$ cat src/rtl/datapath_regfile.sv
// datapath_regfile: 2**ADDR_W x DATA_W register file with Z/N status flags,
// feeding the FU operand ports (A direct, B through a constant-insertion mux).
// Optional build macro REGFILE_BYPASS_EN: same-cycle write-to-read forwarding.
module datapath_regfile #(
    parameter int unsigned DATA_W = 16,
    parameter int unsigned ADDR_W = 3
) (
    input  logic              clk,
    input  logic              rst,
    input  logic              rw,
    input  logic [ADDR_W-1:0] da,
    input  logic [ADDR_W-1:0] aa,
    input  logic [ADDR_W-1:0] ba,
    input  logic              md_sel,
    input  logic [DATA_W-1:0] fu_f_in,
    input  logic [DATA_W-1:0] mem_data_in,
    input  logic              mb_sel,
    input  logic [DATA_W-1:0] const_in,
    input  logic              flag_we,
    input  logic              fu_z_in,
    input  logic              fu_n_in,
    output logic [DATA_W-1:0] a_out,
    output logic [DATA_W-1:0] b_out,
    output logic [DATA_W-1:0] mem_data_out,
    output logic              z_flag,
    output logic              n_flag
);

    localparam int unsigned DEPTH = 2 ** ADDR_W;

    logic [DATA_W-1:0] regs [DEPTH];
    logic [DATA_W-1:0] wb;
    logic [DATA_W-1:0] a_rd;
    logic [DATA_W-1:0] b_rd;

    // Write-back source select: FU result or memory read word.
    always_comb begin
        wb = md_sel ? mem_data_in : fu_f_in;
    end

    // Register array: synchronous clear on reset, single write port otherwise.
    always_ff @(posedge clk) begin
        if (rst) begin
            for (int i = 0; i < int'(DEPTH); i++) begin
                regs[i] <= '0;
            end
        end else if (rw) begin
            regs[da] <= wb;
        end
    end

    // Status flags: loaded only on flag_we, independent of register writes.
    always_ff @(posedge clk) begin
        if (rst) begin
            z_flag <= 1'b0;
            n_flag <= 1'b0;
        end else if (flag_we) begin
            z_flag <= fu_z_in;
            n_flag <= fu_n_in;
        end
    end

    // Combinational read ports; optional forwarding of the pending write.
    always_comb begin
        a_rd = regs[aa];
        b_rd = regs[ba];
`ifdef REGFILE_BYPASS_EN
        if (!rst && rw && (aa == da)) begin
            a_rd = wb;
        end
        if (!rst && rw && (ba == da)) begin
            b_rd = wb;
        end
`endif
    end

    // Operand outputs; constant insertion applies to the B operand only.
    always_comb begin
        a_out        = a_rd;
        mem_data_out = b_rd;
        b_out        = mb_sel ? const_in : b_rd;
    end

endmodule

$ cat config.mk
export PLATFORM = sky130hd
export DESIGN_NAME = datapath_regfile
export DESIGN_NICKNAME = d
export VERILOG_FILES = /design/src/rtl/datapath_regfile.sv
export SDC_FILE = /design/constraint.sdc
export NUM_CORES = 1
export LEC_CHECK = 0
export ABC_AREA = 1
export BUFFER_PORTS_ARGS = -buffer_cell sky130_fd_sc_hd__buf_2
export CAP_MARGIN = 20
export CORE_MARGIN = 2
export CORE_UTILIZATION = 60
export CTS_CLUSTER_SIZE = 20
export DETAILED_ROUTE_END_ITERATION = 7
export PLACE_DENSITY = 0.87
export SLEW_MARGIN = 20
export SYNTH_ARGS = -nofsm -noshare
export SYNTH_HDL_FRONTEND = slang
export SYNTH_SLANG_ARGS = --single-unit
$ cat constraint.sdc
create_clock -name clk -period 2.7 [get_ports clk]
set_input_delay 0.405 -clock clk [delete_from_list [all_inputs] [get_ports clk]]
set_output_delay 0.405 -clock clk [all_outputs]
set_load 0.05 [all_outputs]
Word level (Yosys, flattened, before mapping)

Memory sizes are Yosys's and may differ from the RTL's.
Index checks and enable logic that the tools add are counted.

Mux-type cells: 10
Reductions and logical operators: 1

Operators with widths:

| kind              | number |
|---|---|
| $mux W16          | 3 |
| $reduce_or A16 Y1 | 1 |
| $mux W1           | 6 |
| $mux W3           | 1 |

Flip-flop bits (word level): 2
RAM bits: 128
Memories: 1

Memories:

| name | words | width | read ports | clocked after Yosys merged registers in | wr ports | line | text |
|---|---|---|---|---|---|---|---|
| regs | 8     | 16    | 2          | 0                                       | 8        | 31   | `logic [DATA_W-1:0] regs [DEPTH];` |

Logic depth before layout (Yosys ltp)

Gate-level depths: netlist of run 1.

Depth after elaboration: 5
Mapped depth: 9
Depth with buffers taken out: 6

Worst setup path before layout of run 1

No wires, ideal clock.

Path kind: input to output
From: input mb_sel
To: output b_out[10]
Arrival time: 1.415 ns
Data required time: 2.295 ns
Setup slack: 0.880 ns
Cell stages on the path: 5
Cell sequence: buf_2 -> inv_1 -> buf_1 -> nand3_1 -> nand2_1

Longest elaborated chain between the ends: 1

Ends and longest elaborated chain:

| what            | line | text |
|---|---|---|
| start, declared | 17   | `input logic mb_sel,` |
| $mux W16        | 81   | `b_out = mb_sel ? const_in : b_rd;` |
| end, declared   | 23   | `output logic [DATA_W-1:0] b_out,` |

No other way between the ends.

Final worst setup path of run 1

From: input ba[1]
To: output b_out[9]

Longest elaborated chain between the ends: 2

Ends and longest elaborated chain:

| what            | line | text |
|---|---|---|
| start, declared | 13   | `input logic [ADDR_W-1:0] ba,` |
| $mem_v2 Z8 W16  | --   |  |
| $mux W16        | 81   |  |

No other way between the ends.

==> results of run 1 <==
## layer usage
metal  vias up  part of all wire [%]
li1       3412                     -
met1      3275                    36
met2       688                    46
met3        80                    15
met4         0                   3.3
met5         -                     0
## area by class of cell
type	count	area (sq um)	share of cell area [%]
inverters	125	469	5.11
multi-input cells	685	3150	34.3
repair buffers	145	841	9.15
well taps	172	215	2.34
clock inverters	10	183	1.99
clock buffers	22	444	4.83
flip-flops and latches	130	3880	42.3
## worst max-delay path by stage
stage,start,endpoint,slack [ns],cells past startpoint
2_1_floorplan,mb_sel,b_out[10],0.88,5
3_3_place_gp,ba[1],b_out[9],0.53,7
3_5_place_dp,ba[1],b_out[6],0.51,7
4_1_cts,ba[1],b_out[9],0.50,7
5_1_grt,ba[1],b_out[10],0.33,7
6_report,ba[1],b_out[9],0.43,7
## cell usage in the layout (no fill, tap or decap), drive strengths merged
cell      instances
nand2           258
nor2            169
buf             145
edfxtp          128
inv             125
nand3            96
o21ai            66
a21oi            64
clkbuf           22
and2             16
mux2i            16
bufinv            5
clkinv            3
clkinvlp          2
dfxtp             2
## report_power, final
group	switching (mW)	internal [mW]	total, mW
registers	0.0529	2.35	2.40
clock network	0.820	1.63	2.45
logic	0.884	0.313	1.20
## metrics by stage
step	instances	hold WS (ns)	utilization [%]	worst slack (ns)
6_report	1289	0.213	72.5	0.428
5_1_grt	1289	0.220	72.5	0.334
4_1_cts	1289	0.206	72.5	0.503
3_5_place_dp	1257	0.485	67.6	0.513
3_3_place_gp	1257	0.490	67.6	0.534
2_1_floorplan	1000	0.540	-	0.880
## cell families after synthesis
| group | synth area share, % |
|---|---|
| buffers and inverters | 10.1 |
| muxes | 3.65 |
| and+or+nand+nor | 28.3 |
| DFF | 49.6 |
| AOI/OAI and AO/OA | 8.31 |
## synthesized netlist by cell type (4+ instances only)
cell type | count | share of area (%)
nand3_1 | 96 | 6.1
clkbuf_1 | 12 | 0.58
mux2i_4 | 10 | 2.9
buf_2 | 36 | 2.3
inv_1 | 123 | 5.9
nand2_1 | 250 | 12
and2_1 | 16 | 1.3
nor2_1 | 167 | 8.0
buf_1 | 5 | 0.24
a21oi_1 | 64 | 4.1
mux2i_1 | 6 | 0.77
o21ai_1 | 10 | 0.64
o21ai_0 | 56 | 3.6
nand2_2 | 8 | 0.64
edfxtp_1 | 128 | 49
buf_6 | 4 | 0.58
## worst reg2reg max path, delay by kind of cell, from the launching register on
| kind | cells | cell delay (ns) |
|---|---|---|
| AO/OA/AOI/OAI | 1 | 0.15 |
| flip-flops | 1 | 0.31 |
| AND/OR/NAND/NOR | 1 | 0.05 |
## state kept, by name, summed over array words and instances, names as in the netlist
name,cells
n_flag,1
regs,128
z_flag,1
==> results.md, run 1 <==
- Status: finished, violations left
- Failing checks: design-rule violations
- Seq cells post-synth: 130
- Max_cap viols: 0
- DR WL/cell: 18.5 um
- Vias per cell: 5.78
- Worst Tran Pin Value: 0.896 ns
- Worst-path cell chain: buf_2 > inv_1 > nand3_1 > nand3_1 > nand3_1 > nand2_1 > buf_2
- Hold WC Path Type: in -> reg
- Reg-to-Reg Start: n_flag$_SDFFE_PP0P_
- Sink Count: 130
- Most common cell type on the critical path: nand3_1
- Final Cell Area: 9190 sq um
- Crit path time final: 2.27 ns
- GPL Wtd Cong: 0.966
- Gr usage total: 34.5%
- Hpwl dp: 15.8 mm
- Setup TNS Final: 0 ns
- Clock transition at path regs: 0.05 ns
- # DRC: 6
- Hold depth: 3
- Routed via count: 7455
- Mapped Area: 7830 sq um
- Initial Util: 61.8%
- Vias in the first global route: 6817
- Yosys warns: 0
- FF-to-FF End: n_flag$_SDFFE_PP0P_
- GR Util met1: 46.4%
- Max Freq: 440 MHz
- Area after DPL: 8560 sq um
- Width of the die: 118 um
- 1st-pass router iterations: 8
- Post-route ant nets: 0
- Critical path arrival: 1.87 ns
- RSZ-0062 raised after global routing: no
- Period utilisation layout: 84.1%
- Worst hold start: fu_n_in
- Die ar.: 14000 sq um
- CP max FO: 16
- Total routed wirelength: 23.8 mm
- Max-slew violation count: 0
- # port buffers: 114
- # Post-CTS Setup Buffers: 0
- H-tree levels: 4
- Total power draw: 6.05 mW
- Sequential cell area fraction in the yosys report: 49.6%
- Cts repair resizes: 0
- Nets: 1169
- Hold Path Sink: n_flag$_SDFFE_PP0P_
- Rows: 41
- Critical Path Max Stage Delay: 0.48 ns
- Family with the most delay on the worst path: buffers and inverters
- Syn Area/Cell: 7.83 sq um
- Layout cells sized above 1: 17.3%
- Crit path capture type: output port
- TritonCTS Buffers: 17
- Busiest grt layer: met2
- Die Y: 118 um
- I/O pin count: 115
- Worst Skew: 0 ns
- Core area: 12700 sq um
- Post-synth EDFFs: 128
- Max clock buf depth: 2
- Slew margin rel.: 38.5%
- TritonCTS clock tree: yes
- Post-synth net total: 1065
- Buf/Inv on CP: 3
- Initial DRC count: 1231
- Leakage: 4.28 nW
- Number of antenna diodes: 0
- Root buffer cell: clkbuf_16
- Power Dens Cells: 658 nW/um^2
- # hold bufs at CTS: 0
- Initial antenna violation count: 0
- Startpoint types: primary input
- Fill count: 933
- Setup CP Type: in -> out
- Met2 Use GR: 53.9%
- R2R cell count: 2
- Synth unique cells: 21
- First-pass GRT wire length: 36.6 mm
- Syn-to-layout area delta: 17.4%
- Total gr overflow: 0
- Top FF cell, synth: edfxtp_1
- FFs w/ async S/R, synth: 0%
- Syn Inst Count: 1000
- Routing usage on met3: 9.27%
- Final hold violations: 0
- Setup violations, final: 0
- Largest net degree at the start of global routing: 45
- Crit path required time: 2.30 ns
- Slowest stage cell, crit path: inv_1
- R2R Setup Slk: 2.09 ns
- Clk_lat worst skew: 0.41 ns
- Max VDD drop: 0.351 mV
No activity file was read; power rests on OpenSTA's default activity.
==> run 2: changes to the inputs <==
--- a/config.mk
+++ b/config.mk
@@ -9,10 +9,10 @@
 export BUFFER_PORTS_ARGS = -buffer_cell sky130_fd_sc_hd__buf_2
 export CAP_MARGIN = 20
 export CORE_MARGIN = 2
-export CORE_UTILIZATION = 60
+export CORE_UTILIZATION = 52
 export CTS_CLUSTER_SIZE = 20
 export DETAILED_ROUTE_END_ITERATION = 7
-export PLACE_DENSITY = 0.87
+export PLACE_DENSITY = 0.81
 export SLEW_MARGIN = 20
 export SYNTH_ARGS = -nofsm -noshare
 export SYNTH_HDL_FRONTEND = slang
==> constraint.sdc (replaced) <==
create_clock -name clk -period 1.95 [get_ports clk]
set_input_delay 0.2925 -clock clk [delete_from_list [all_inputs] [get_ports clk]]
set_output_delay 0.2925 -clock clk [all_outputs]
set_load 0.05 [all_outputs]
==> run 2 against run 1 <==
  * Combinational power grew 48%
  * The flow still finishes with violations (design-rule violations)
  * Critical path type is now reg -> out
  * Non-clock buffer count grew 17
  * Largest cell class unchanged
  * Critical path depth is the same
==> results.md, run 2 (synthesis gave the netlist of run 1 again) <==
- Status: finished, violations left
- Failing checks: design-rule violations
- Worst Tran Pin Value: 0.534 ns (-0.363 ns)
- Clk_lat worst skew: 0.42 ns (about the same)
- Reg with most FFs: regs
- Commonest non-fill, non-tap cell in the layout: nand2_1
- First-pass GRT wire length: 36.4 mm (-0.62%)
- Fin cells: 1318 (+2.2%)
- Post-route ant nets: 0 (unchanged)
- I/O pin count: 115 (unchanged)
- Critical Path Max Stage Delay: 0.37 ns (-0.11 ns)
- Slew margin rel.: 64.4% (+26 points)
- 1st-pass router iterations: 8 (unchanged)
- R2R cell count: 2 (unchanged)
- Post-Place Cells: 1284 (+2.1%)
- Setup violations, final: 0 (unchanged)
- TritonCTS clock tree: yes
- Hold depth: 3 (unchanged)
- Layout cells sized above 1: 21.1% (+3.8 points)
- Vias in the first global route: 6604 (-3.1%)
- Seq. cell area: 3880 sq um (unchanged)
- Die Y: 127 um (+7.2%)
- Hpwl dp: 16.3 mm (+2.7%)
- Fill count: 1164 (+25%)
- DR WL/cell: 18.6 um (+0.47%)
- Syn-to-layout area delta: 21.8%
- Final Cell Area: 9540 sq um (+3.8%)
- H-tree levels: 4 (unchanged)
- Clock transition at path regs: 0.06 ns (about the same)
- Routed via count: 7482 (+0.36%)
- Rows: 44 (+7.3%)
- # DRC: 15 (+9)
- Startpoint types: flop
- Worst Skew: 0 ns (unchanged)
- Width of the die: 127 um (+7.2%)
- Most common cell type on the critical path: nand3_1
- # hold bufs at CTS: 0 (unchanged)
- Total gr overflow: 0 (unchanged)
- Nets: 1186 (+1.5%)
- Sink Count: 130 (unchanged)
- Die ar.: 16000 sq um (+15%)
- CP max FO: 2 (-14)
- Max_cap viols: 0 (unchanged)
- Slowest stage cell, crit path: edfxtp_1
- Initial DRC count: 1094 (-11%)
- Vias per cell: 5.68 (-1.8%)
- RSZ-0062 raised after global routing: no
- Max Freq: 525 MHz
- Leakage: 4.41 nW (+3.1%)
- Crit path time final: 1.90 ns
- Hold WC Path Type: in -> reg
- Area after DPL: 8780 sq um (+2.5%)
- Top flop regs: regs: 128 flops, n_flag: 1 flops, z_flag: 1 flops
- TritonCTS Buffers: 17 (unchanged)
- Max VDD drop: 0.622 mV (+77%)
- Setup CP Type: reg -> out
- Core area: 14600 sq um (+16%)
- Initial antenna violation count: 0 (unchanged)
- Most frequent cells in the layout: nand2_1, nor2_1, edfxtp_1
- Power Dens Cells: 854 nW/um^2 (+30%)
- # port buffers: 114 (unchanged)
- Worst-path cell chain: inv_1 > nand2_1 > nand3_1 > nand3_1 > nand3_1 > nand2_1 > buf_2
- Period utilisation layout: 97.7%
- Hold Slack: 0.0949 ns (-0.118 ns)
- Area of the multi-input gates: 3210 sq um (+1.9%)
- Max clock buf depth: 2 (unchanged)
- Total routed wirelength: 24.5 mm (+2.7%)
- Initial Util: 53.4% (-8.3 points)
- Critical path arrival: 1.61 ns (-0.26 ns)
- Crit path capture type: output port
- Gr usage total: 30.1% (-4.5 points)
- Flip-flop count of the largest register after layout: 128 (unchanged)
- Largest net degree at the start of global routing: 65 (+44%)
- Final hold violations: 0 (unchanged)
- GPL Wtd Cong: 0.964 (-0.20%)
- Crit path required time: 1.66 ns (-0.64 ns)
- Max-slew violation count: 0 (unchanged)
- Setup TNS Final: 0 ns (unchanged)
- Final Util: 65.1% (-7.4 points)
- Number of antenna diodes: 0 (unchanged)
- Root buffer cell: clkbuf_16
==> run 2: path summary, 6_finish.rpt <==
path	start	end	slack, ns
max	regs[1][12]$_SDFFCE_PN0P_	b_out[12]	0.05
min	fu_n_in	n_flag$_SDFFE_PP0P_	0.09
max reg2reg	z_flag$_SDFFE_PP0P_	z_flag$_SDFFE_PP0P_	1.31
min reg2reg	n_flag$_SDFFE_PP0P_	n_flag$_SDFFE_PP0P_	0.52
==> run 2: power breakdown <==
part           internal [mW]  leakage (nW)  switching (mW)  total (mW)
Sequential              3.25          1.24          0.0790        3.33
Clock                   1.78         0.269            1.26        3.04
Combinational          0.520          2.90            1.25        1.77
Total                   5.55          4.41            2.59        8.14
==> run 2: cell type report <==
cell class | count | share of cell area, %
sequential | 130 | 40.7
multi-input combinational | 685 | 33.7
timing repair buffer | 162 | 12.2
inverter | 125 | 4.95
clock buffer | 17 | 4.46
tap | 184 | 2.41
clock inverter | 15 | 1.57
==> run 2: worst max-delay path: cells and delay by family, from the launching register on <==
| family | cells | cell delay, ns |
|---|---|---|
| buf+inv | 2 | 0.32 |
| flops | 1 | 0.37 |
| simple gates | 5 | 0.50 |
==> run 2: through the flow <==
| step | total power, mW | setup slack (ns) |
|---|---|---|
| final | 8.14 | 0.0455 |
| after global routing | 8.40 | 0.00187 |
| after CTS | 8.05 | 0.0114 |
| after detailed placement | 5.04 | 0.0877 |
| after global placement | 5.01 | 0.119 |
| after floorplan | 4.49 | 0.302 |
==> run 2: per-layer routing <==
metal  vias to the layer above  GRT usage (%)  wire [um]
met3                        72           7.47       3500
met5                         -              0          0
li1                       3453              -          -
met4                         0           12.3        865
met1                      3302           40.8       9260
met2                       655           46.6      10800
==> run 2: timing repair <==
action | 4_1_cts | 5_1_grt
cloned | 0 | 2
resized for setup | 8 | 47
endpoints found under the setup margin | 4 | 33
pin swaps | 0 | 1
buffers inserted | 0 | 1
